## config.mk

```make
export PLATFORM = sky130hd
export DESIGN_NAME = time_display
export DESIGN_NICKNAME = d
export VERILOG_FILES = /design/src/rtl/time_display_pkg.sv /design/src/rtl/time_display_bin2bcd_seq.sv /design/src/rtl/time_display.sv
export SDC_FILE = /design/constraint.sdc
export NUM_CORES = 1
export LEC_CHECK = 0
export BUFFER_PORTS_ARGS = -buffer_cell sky130_fd_sc_hd__clkbuf_2
export CAP_MARGIN = 10
export CORE_ASPECT_RATIO = 2
export CORE_MARGIN = 5
export CORE_UTILIZATION = 30
export CTS_BUF_LIST = sky130_fd_sc_hd__clkbuf_4 sky130_fd_sc_hd__clkbuf_8 sky130_fd_sc_hd__clkbuf_16
export DETAILED_ROUTE_END_ITERATION = 7
export PLACE_DENSITY = 0.43
export SLEW_MARGIN = 20
export SYNTH_ARGS = -nofsm -noshare
export SYNTH_HDL_FRONTEND = slang
export SYNTH_SLANG_ARGS = --single-unit
```

## constraint.sdc

```tcl
create_clock -name clk -period 2.4 [get_ports clk]
set_input_delay 0.36 -clock clk [delete_from_list [all_inputs] [get_ports clk]]
set_output_delay 0.36 -clock clk [all_outputs]
set_load 0.05 [all_outputs]
```

## src/rtl/time_display_pkg.sv

```systemverilog
// Shared FSM encoding, segment table and limits for the time_display block.
package time_display_pkg;

    typedef logic [1:0] state_t;

    localparam state_t IDLE    = 2'd0;
    localparam state_t CONV_HW = 2'd1;
    localparam state_t CONV_CR = 2'd2;
    localparam state_t LOAD    = 2'd3;

    localparam logic [6:0] SEG_BLANK  = 7'b1111111;
    localparam logic [6:0] SAT_LIMIT  = 7'd99;
    localparam int         CONV_STEPS = 7;

    function automatic logic [6:0] saturate(input logic [6:0] value);
        return (value > SAT_LIMIT) ? SAT_LIMIT : value;
    endfunction

    // Active-low patterns, bit order gfedcba.
    function automatic logic [6:0] digit_to_seg(input logic [3:0] digit);
        logic [6:0] pattern;
        case (digit)
            4'd0:    pattern = 7'b1000000;
            4'd1:    pattern = 7'b1111001;
            4'd2:    pattern = 7'b0100100;
            4'd3:    pattern = 7'b0110000;
            4'd4:    pattern = 7'b0011001;
            4'd5:    pattern = 7'b0010010;
            4'd6:    pattern = 7'b0000010;
            4'd7:    pattern = 7'b1111000;
            4'd8:    pattern = 7'b0000000;
            4'd9:    pattern = 7'b0010000;
            default: pattern = SEG_BLANK;
        endcase
        return pattern;
    endfunction

endpackage

```

## src/rtl/time_display_bin2bcd_seq.sv

```systemverilog
// Sequential double-dabble converter: 7-bit binary (<=99) to two BCD digits,
// one bit per cycle MSB first; the start edge performs the first step.
module bin2bcd_seq
    import time_display_pkg::*;
(
    input  logic       clk,
    input  logic       rst_n,
    input  logic       start,
    input  logic [6:0] bin,
    output logic [7:0] bcd,
    output logic       done
);

    localparam logic [2:0] LAST = 3'(CONV_STEPS);

    logic [6:0] shift_q;
    logic [2:0] step_q;

    function automatic logic [7:0] dabble(input logic [7:0] acc, input logic bit_in);
        logic [3:0] tens;
        logic [3:0] ones;
        tens = acc[7:4];
        ones = acc[3:0];
        if (tens >= 4'd5) tens = tens + 4'd3;
        if (ones >= 4'd5) ones = ones + 4'd3;
        return {tens[2:0], ones, bit_in};
    endfunction

    // NOTE: sequential state uses non-blocking assignments so every register
    // samples pre-edge values regardless of statement order.
    always_ff @(posedge clk or negedge rst_n) begin
        if (!rst_n) begin
            bcd     <= 8'd0;
            shift_q <= 7'd0;
            step_q  <= 3'd0;
        end else if (start) begin
            bcd     <= dabble(8'd0, bin[6]);
            shift_q <= {bin[5:0], 1'b0};
            step_q  <= 3'd1;
        end else if (step_q != 3'd0 && step_q != LAST) begin
            bcd     <= dabble(bcd, shift_q[6]);
            shift_q <= {shift_q[5:0], 1'b0};
            step_q  <= step_q + 3'd1;
        end
    end

    assign done = (step_q == LAST);

endmodule

```

## src/rtl/time_display.sv

```systemverilog
// Dual two-digit countdown display: converts highway and country-road times to
// BCD and multiplexes them onto four active-low 7-segment digits.
module time_display
    import time_display_pkg::*;
#(
    parameter int SCAN_DIV = 1000,
    parameter int FLAG_LEN = 16
) (
    input  logic       clk,
    input  logic       rst_n,
    input  logic [6:0] hw_time,
    input  logic [6:0] cr_time,
    input  logic       hw_time_out,
    input  logic       cr_time_out,
    output logic [6:0] seg,
    output logic       dp,
    output logic [3:0] an
);

    localparam logic [2:0]  LAST_STEP = 3'(CONV_STEPS - 1);
    localparam logic [15:0] SCAN_LAST = 16'(SCAN_DIV - 1);
    localparam logic [7:0]  FLAG_LOAD = 8'(FLAG_LEN);

    state_t      state_q;
    logic [2:0]  step_q;
    logic [6:0]  hw_snap_q;
    logic [6:0]  cr_snap_q;
    logic [7:0]  hw_bcd_q;
    logic [15:0] digits_q;
    logic [15:0] scan_cnt_q;
    logic [1:0]  digit_idx_q;
    logic [7:0]  hw_flag_q;
    logic [7:0]  cr_flag_q;

    logic        conv_start;
    logic        conv_done;
    logic [6:0]  conv_bin;
    logic [7:0]  conv_bcd;

    logic [3:0]  cur_digit;
    logic [6:0]  next_seg;
    logic        next_dp;
    logic [3:0]  next_an;

    // The single converter is restarted on the first cycle of each CONV state.
    assign conv_start = ((state_q == CONV_HW) || (state_q == CONV_CR)) && (step_q == 3'd0);
    assign conv_bin   = (state_q == CONV_HW) ? hw_snap_q : cr_snap_q;

    bin2bcd_seq u_bin2bcd (
        .clk   (clk),
        .rst_n (rst_n),
        .start (conv_start),
        .bin   (conv_bin),
        .bcd   (conv_bcd),
        .done  (conv_done)
    );

    // NOTE: every register here has an async reset; there are no memory arrays
    // whose reset would block RAM inference.
    always_ff @(posedge clk or negedge rst_n) begin
        if (!rst_n) begin
            state_q   <= IDLE;
            step_q    <= 3'd0;
            hw_snap_q <= 7'd0;
            cr_snap_q <= 7'd0;
            hw_bcd_q  <= 8'd0;
            digits_q  <= 16'd0;
        end else begin
            case (state_q)
                IDLE: begin
                    hw_snap_q <= saturate(hw_time);
                    cr_snap_q <= saturate(cr_time);
                    step_q    <= 3'd0;
                    state_q   <= CONV_HW;
                end
                CONV_HW: begin
                    if (step_q == LAST_STEP) begin
                        step_q  <= 3'd0;
                        state_q <= CONV_CR;
                    end else begin
                        step_q <= step_q + 3'd1;
                    end
                end
                CONV_CR: begin
                    if (step_q == 3'd0 && conv_done) hw_bcd_q <= conv_bcd;
                    if (step_q == LAST_STEP) begin
                        step_q  <= 3'd0;
                        state_q <= LOAD;
                    end else begin
                        step_q <= step_q + 3'd1;
                    end
                end
                default: begin
                    // All four digits change on one edge, so no mixed frame is shown.
                    if (conv_done) digits_q <= {hw_bcd_q, conv_bcd};
                    state_q <= IDLE;
                end
            endcase
        end
    end

    always_ff @(posedge clk or negedge rst_n) begin
        if (!rst_n) begin
            scan_cnt_q  <= 16'd0;
            digit_idx_q <= 2'd3;
        end else if (scan_cnt_q == SCAN_LAST) begin
            scan_cnt_q  <= 16'd0;
            digit_idx_q <= digit_idx_q - 2'd1;
        end else begin
            scan_cnt_q <= scan_cnt_q + 16'd1;
        end
    end

    always_ff @(posedge clk or negedge rst_n) begin
        if (!rst_n) begin
            hw_flag_q <= 8'd0;
            cr_flag_q <= 8'd0;
        end else begin
            if (hw_time_out)            hw_flag_q <= FLAG_LOAD;
            else if (hw_flag_q != 8'd0) hw_flag_q <= hw_flag_q - 8'd1;
            if (cr_time_out)            cr_flag_q <= FLAG_LOAD;
            else if (cr_flag_q != 8'd0) cr_flag_q <= cr_flag_q - 8'd1;
        end
    end

    // NOTE: each combinational output gets a default first so no path can
    // leave it unassigned and infer a latch.
    always_comb begin
        cur_digit = digits_q[{digit_idx_q, 2'b00} +: 4];
        next_seg  = digit_to_seg(cur_digit);
        if (digit_idx_q[0] && cur_digit == 4'd0) next_seg = SEG_BLANK;
        next_dp = 1'b1;
        if (digit_idx_q == 2'd2 && hw_flag_q != 8'd0) next_dp = 1'b0;
        if (digit_idx_q == 2'd0 && cr_flag_q != 8'd0) next_dp = 1'b0;
        next_an = ~(4'b0001 << digit_idx_q);
    end

    // Registered outputs keep the pins glitch-free and inactive during reset.
    always_ff @(posedge clk or negedge rst_n) begin
        if (!rst_n) begin
            seg <= SEG_BLANK;
            dp  <= 1'b1;
            an  <= 4'b1111;
        end else begin
            seg <= next_seg;
            dp  <= next_dp;
            an  <= next_an;
        end
    end

endmodule

```

==> results of run 1 <==
-- cell usage after synthesis, types with 10 or more instances --
cell,n,area [sq um]
xnor2_1,11,96.34
dfstp_2,14,367.9
dfrtp_1,92,2302
o21ai_0,26,130.1
ha_1,23,287.8
mux2_2,21,236.5
nand3_1,17,85.08
a21oi_1,23,115.1
clkbuf_1,10,37.54
inv_1,30,112.6
nand2_1,58,217.7
nor2_1,32,120.1
-- how the worst max path moves through the flow --
stage                                     from               end  slack (ns)  depth (start not counted)
finish              digit_idx_q[0]$_DFFE_PN1N_  seg[6]$_DFF_PN1_        0.31                          7
global route        digit_idx_q[0]$_DFFE_PN1N_  seg[6]$_DFF_PN1_        0.19                          7
CTS                 digit_idx_q[0]$_DFFE_PN1N_  seg[6]$_DFF_PN1_        0.30                          7
detailed placement  digit_idx_q[0]$_DFFE_PN1N_  seg[6]$_DFF_PN1_        0.32                          7
global placement    digit_idx_q[0]$_DFFE_PN1N_  seg[6]$_DFF_PN1_        0.36                          7
floorplan           digit_idx_q[0]$_DFFE_PN1N_  seg[6]$_DFF_PN1_        0.34                          8
-- per-stage QoR --
step,power [mW],setup WS (ns)
detailed placement,3.883,0.3163
global placement,3.873,0.3638
global route,5.779,0.1950
CTS,5.520,0.2992
finish,5.433,0.3072
floorplan,3.535,0.3425
-- state kept, by name, indices dropped and copies added, names as in the netlist --
name               flops
u_bin2bcd.shift_q      6
cr_snap_q              7
hw_bcd_q               8
state_q                2
seg                    7
cr_flag_q              8
u_bin2bcd.step_q       3
scan_cnt_q            16
an                     4
digit_idx_q            2
u_bin2bcd.bcd          8
hw_flag_q              8
digits_q              16
step_q                 3
dp                     1
hw_snap_q              7
-- report_power, final --
| group | internal [mW] | total [mW] | switching, mW |
|---|---|---|---|
| combinational | 0.565 | 1.40 | 0.839 |
| clock | 0.931 | 1.61 | 0.677 |
| sequential | 2.18 | 2.42 | 0.244 |
-- metal layers --
metal,global-route usage (%),wire length [um]
met1,13.64,4558
met2,17.53,4735
met3,2.243,266
met4,3.533,107
met5,0,0
-- area by class of cell --
cell class              count  area (sq um)
fillers                  1740         10830
flip-flops and latches    106          2670
multi-input cells         314          2150
well taps                 207         259.0
repair buffers             41         250.2
clock buffers              10         232.7
inverters                  30         112.6
clock inverters             6         90.09
-- kinds of logic after synthesis --
family / count (synthesis) / synth area share, %
mux: 35 / 8.548
simple gates: 150 / 14.52
xor+xnor: 20 / 3.499
compound gates: 86 / 10.62
buf+inv: 46 / 3.724
flops: 106 / 53.34
fa+ha+maj: 23 / 5.749
==> qor.txt, run 1 <==
Nets: 543
Number of diodes: 0
Core area: 16600 sq um
Clock Tree Buf Depth: 2
Crit. End Element: flop
Initial Utilization: 30.16%
Reg2reg setup slack: 0.31 ns
Share of cells above drive strength 1: 19.92%
WL per Instance: 13.54 um
Number of DRC markers in iteration 0: 98
Top FF cell, synth: dfrtp_1
Most frequent cells in the layout: dfrtp_1 (92), nand2_1 (58), nor2_1 (32), inv_1 (30), clkbuf_2 (28)
Least-Margin Pin Slew: 0.6862 ns
CTS tree: built
Post-Syn Nets: 507
Final Slew Violations: 0
CP delay by family, top: flip-flops
Dpl hpwl: 6.906 mm
Total routed wirelength: 9.668 mm
Number of placement rows: 67
Post-route cell area: 5764 sq um
Setup Skew: 0.008688 ns
Port bufs: 29
Mapped Area: 5006 sq um
RSZ-0062 raised after global routing: no
Worst reg2reg endpoint: seg[6]$_DFF_PN1_
DRC: 0
Worst ir drop on vdd: 0.3436 mV
GRT overflow: 0
Die area: 19530 sq um
CP max FO: 5
Clock transition at path regs: 0.08 ns
Pre-Repair DR Iteration Count: 4
Cells along the critical path: mux4_2, inv_1, ha_1, a21oi_1, a2bb2oi_1, nor2_1, a31oi_1
Critical Path Source Type: flop
Critical Path RT: 2.67 ns
Setup Buffers After CTS: 0
Slew HR: 53.83%
Yosys cell types: 49
TritonCTS buffer count: 9
H-Tree Depth: 3
Worst EP arrival: 2.36 ns
Final Setup Violations: 0
DR vias: 3276
GRT Total Usage: 10.60%
Die height: 192.7 um
Util after Layout: 34.73%
Final non-filler cell total: 714
Seq/Total Area, Yosys: 53.34%
Worst skew pair latency: 0.34 ns
Worst reg2reg path depth: 7
DR vias/cell: 4.588
Max-cap violation count: 0
Die Wd: 101.3 um
Run status: finished clean
Layout area overhead: 15.15%
Via count of the first global-routing pass: 3385
Clock root buffer: clkbuf_16
Syn. warnings: 0
Placed cells: 698
Syn_area_per_cell: 10.74 sq um
Gp weighted congestion: 0.7203
Clock Sinks: 106
Cells after Synth: 466
Fin crit share: 87.20%
Reg2Reg Launch Point: digit_idx_q[0]$_DFFE_PN1N_
Final Hold Viols: 0
Crit path buffers/inverters: 1
Commonest non-fill, non-tap cell in the layout: dfrtp_1
Number of flops mapped to enable cells by yosys: 0
ANT nets after route: 0
Hold Path Class: primary input to async pin
Post-DP Area: 5441 sq um
Pwr dens: 942.6 nW/um^2
Initial antenna violation count: 0
Ys async rst share: 100.0%
Hold slack: 0.0009399 ns
CTS Hold Bufs: 0
Setup_tns: 0 ns
Critical path class: flop to flop
Period minus WS final: 2.093 ns
Gates resized, CTS repair: 0
CP peak stage delay: 0.57 ns
First-pass GRT wire length: 16.54 mm
Seq cells post-synth: 106
CP max stage cell: dfstp_2
IO Count: 30
Pin count of the biggest net entering global routing: 40
Max Fclk: 0.4778 GHz
Static Leak: 2.628 nW
No activity file was read; power rests on OpenSTA's default activity.
==> inputs of run 2 (changes only) <==
--- a/config.mk
+++ b/config.mk
@@ -16,4 +16,5 @@
 export SLEW_MARGIN = 20
 export SYNTH_ARGS = -nofsm -noshare
 export SYNTH_HDL_FRONTEND = slang
+export SYNTH_HIERARCHICAL = 1
 export SYNTH_SLANG_ARGS = --single-unit
==> run 2 against run 1 <==
Area after synthesis grew 4.1%. Clock power shrank 6%. Cell area grew 2.8%. Sequential share of layout area shrank 1.2 points. Worst hold slack gained 0.21 ns. Setup slack lost 0.024 ns. Core utilization shrank 0.26 points. Global-route usage grew 0.20 points. Critical path depth is the same. Fmax shrank 1.1%. Critical path type unchanged. Register-to-register slack lost 0.02 ns. Non-clock buffer count shrank 4.
==> qor.txt, run 2 <==
Nets: 544 (was 543)
CP max stage cell: dfstp_2 (unchanged)
DR vias/cell: 4.847 (was 4.588)
Clock root buffer: clkbuf_16 (unchanged)
Synth top area share: 44.18% (was 45.99%)
Final setup margin: 0.2830 ns (was 0.3072 ns)
GRT overflow: 0 (unchanged)
Yosys cell types: 57 (was 49)
Worst skew pair latency: 0.35 ns (was 0.34 ns)
Critical Path RT: 2.70 ns (was 2.67 ns)
Most frequent cells in the layout: dfrtp_1 (92), nand2_1 (39), inv_1 (37), o21ai_0 (34), mux2_2 (33) (was dfrtp_1 (92), nand2_1 (58), nor2_1 (32), inv_1 (30), clkbuf_2 (28))
Via count of the first global-routing pass: 3603 (was 3385)
Clock Sinks: 106 (unchanged)
Fin crit share: 88.21% (was 87.20%)
Ys async rst share: 100.0% (unchanged)
Number of placement rows: 68 (was 67)
Max-cap violation count: 0 (unchanged)
Number of diodes: 0 (unchanged)
Dpl hpwl: 7.404 mm (was 6.906 mm)
Top-count cell post-synth: dfrtp_1 (unchanged)
Core area: 17190 sq um (was 16600 sq um)
Hold slack: 0.2150 ns (was 0.0009399 ns)
Setup Skew: 0.009553 ns (was 0.008688 ns)
Number of DRC markers in iteration 0: 61 (was 98)
Mapped Area: 5211 sq um (was 5006 sq um)
Static Leak: 2.614 nW (was 2.628 nW)
Reg2Reg Launch Point: digit_idx_q[0]$_DFFE_PN1N_ (unchanged)
Crit path buffers/inverters: 1 (unchanged)
Commonest non-fill, non-tap cell in the layout: dfrtp_1 (unchanged)
Final Slew Violations: 0 (unchanged)
Post-route cell area: 5923 sq um (was 5764 sq um)
Cells along the critical path: mux4_2, inv_1, ha_1, nand2_1, nor3b_1, a21oi_1, o21a_1 (was mux4_2, inv_1, ha_1, a21oi_1, a2bb2oi_1, nor2_1, a31oi_1)
Worst ir drop on vdd: 0.3077 mV (was 0.3436 mV)
CP peak stage delay: 0.66 ns (was 0.57 ns)
Layout area overhead: 13.66% (was 15.15%)
Final Hold Viols: 0 (unchanged)
Die Wd: 103.2 um (was 101.3 um)
Worst EP arrival: 2.41 ns (was 2.36 ns)
Run status: finished clean (unchanged)
Pin count of the biggest net entering global routing: 55 (was 40)
Synth Area in Compound Gates: 10.59% (was 10.62%)
Critical path class: flop to flop (unchanged)
Gates resized, CTS repair: 0 (unchanged)
DR vias: 3480 (was 3276)
Hold Path Class: primary input to flop (was primary input to async pin)
Top cells by area, synth: dfrtp_1 (44%), mux2_2 (7.1%), dfstp_2 (7.1%), ha_1 (5.5%), o21ai_0 (3.3%) (was dfrtp_1 (46%), dfstp_2 (7.3%), ha_1 (5.7%), mux2_2 (4.7%), nand2_1 (4.3%))
Pwr dens: 869.0 nW/um^2 (was 942.6 nW/um^2)
Post-Synth Adder-Cell Area: 5.522% (was 5.749%)
CTS Hold Bufs: 1 (was 0)
Die area: 20270 sq um (was 19530 sq um)
Critical Path Source Type: flop (unchanged)
WL per Instance: 13.80 um (was 13.54 um)
GRT Total Usage: 10.80% (was 10.60%)
Pre-Repair DR Iteration Count: 4 (unchanged)
Post-Syn Nets: 513 (was 507)
First-pass GRT wire length: 17.44 mm (was 16.54 mm)
Top FF cell, synth: dfrtp_1 (unchanged)
CTS tree: built (unchanged)
Hold Path Origin: hw_time[1]
RSZ-0062 raised after global routing: no (unchanged)
Setup crit start: digit_idx_q[0]$_DFFE_PN1N_ (unchanged)
DRC: 0 (unchanged)
Biggest regs: digits_q x16, scan_cnt_q x16 (unchanged)
Seq cells post-synth: 106 (unchanged)
Clock transition at path regs: 0.07 ns (was 0.08 ns)
Post-DP Area: 5608 sq um (was 5441 sq um)
Placed cells: 701 (was 698)
Synth cell count leaders: dfrtp_1 (92), nand2_1 (39), inv_1 (37) (was dfrtp_1 (92), nand2_1 (58), nor2_1 (32))
Period minus WS final: 2.117 ns (was 2.093 ns)
Die height: 196.4 um (was 192.7 um)
IO Count: 30 (unchanged)
Cells after Synth: 472 (was 466)
Final non-filler cell total: 718 (was 714)
CP delay by family, top: flip-flops (unchanged)
H-Tree Depth: 3 (unchanged)
Final Setup Violations: 0 (unchanged)
Initial Utilization: 30.32% (was 30.16%)
Share of cells above drive strength 1: 23.82% (was 19.92%)
Mux cell area share after synthesis: 11.33% (was 8.548%)
Combinational family with the most area after synthesis: simple AND/OR/NAND/NOR gates (unchanged)
Crit. End Element: flop (unchanged)
Initial antenna violation count: 0 (unchanged)
Gp weighted congestion: 0.7160 (was 0.7203)
Clock Tree Buf Depth: 2 (unchanged)
Total routed wirelength: 9.911 mm (was 9.668 mm)
Cell taking the most area after synthesis: dfrtp_1 (unchanged)
CP max FO: 9 (was 5)
Syn_area_per_cell: 11.04 sq um (was 10.74 sq um)
Seq/Total Area, Yosys: 51.24% (was 53.34%)
Slew HR: 60.37% (was 53.83%)
Number of flops mapped to enable cells by yosys: 0 (unchanged)
Pre-CTS setup slack: 0.2862 ns (was 0.3163 ns)
Xor and xnor area share after synthesis: 2.857% (was 3.499%)
Syn. warnings: 6 (was 0)
Setup Buffers After CTS: 0 (unchanged)
ANT nets after route: 0 (unchanged)
Least-Margin Pin Slew: 0.5895 ns (was 0.6862 ns)
TritonCTS buffer count: 9 (unchanged)
Simple-Gate Fraction of Synth Area: 13.95% (was 14.52%)
Setup_tns: 0 ns (unchanged)
Port bufs: 29 (unchanged)
Max Fclk: 0.4724 GHz (was 0.4778 GHz)
[run 2: cell families (layout without fill, tap and decap cells)]
| kind of cell | Yosys count | in the layout |
|---|---|---|
| mux | 49 | 49 |
| fa+ha+maj | 23 | 23 |
| buf+inv | 54 | 90 |
| flops | 106 | 106 |
| compound gates | 84 | 84 |
| simple gates | 139 | 139 |
| xor+xnor | 17 | 17 |
[run 2: area by class of cell]
type                            count  area (sq um)
Sequential cell                   106          2670
Clock inverter                      4         51.30
Fill cell                        1752         11260
Timing Repair Buffer               37         235.2
Tap cell                          210         262.8
Inverter                           37         138.9
Multi-Input combinational cell    312          2311
Clock buffer                       12         254.0
[run 2: per-layer routing]
layer | share of wire (%) | global-route usage, %
met5 | 0 | 0
met4 | 2.1 | 4.563
met3 | 3.1 | 2.161
met2 | 56 | 19.59
met1 | 39 | 11.86
[run 2: path summary, 6_finish.rpt]
kind	endpoint	slack [ns]	cells after the start
max in group asynchronous	seg[6]$_DFF_PN1_	1.24	3
min in group asynchronous	cr_flag_q[0]$_DFFE_PN0P_	0.48	2
setup reg to reg	seg[4]$_DFF_PN1_	0.28	7
hold reg to reg	scan_cnt_q[15]$_DFF_PN0_	0.48	1
setup / recovery	seg[4]$_DFF_PN1_	0.28	7
hold / removal	hw_snap_q[1]$_DFFE_PN0P_	0.21	2
[run 2: metrics by stage]
| stage | util (%) | total power, mW |
|---|---|---|
| global route | 34.46 | 5.507 |
| floorplan | - | 3.373 |
| detailed placement | 32.63 | 3.687 |
| finish | 34.46 | 5.147 |
| CTS | 34.46 | 5.253 |
| global placement | 32.63 | 3.662 |
[run 2: where the power goes]
group	internal (mW)	switching, mW
clock network	0.862	0.658
registers	2.13	0.236
logic	0.521	0.743
total	3.51	1.64
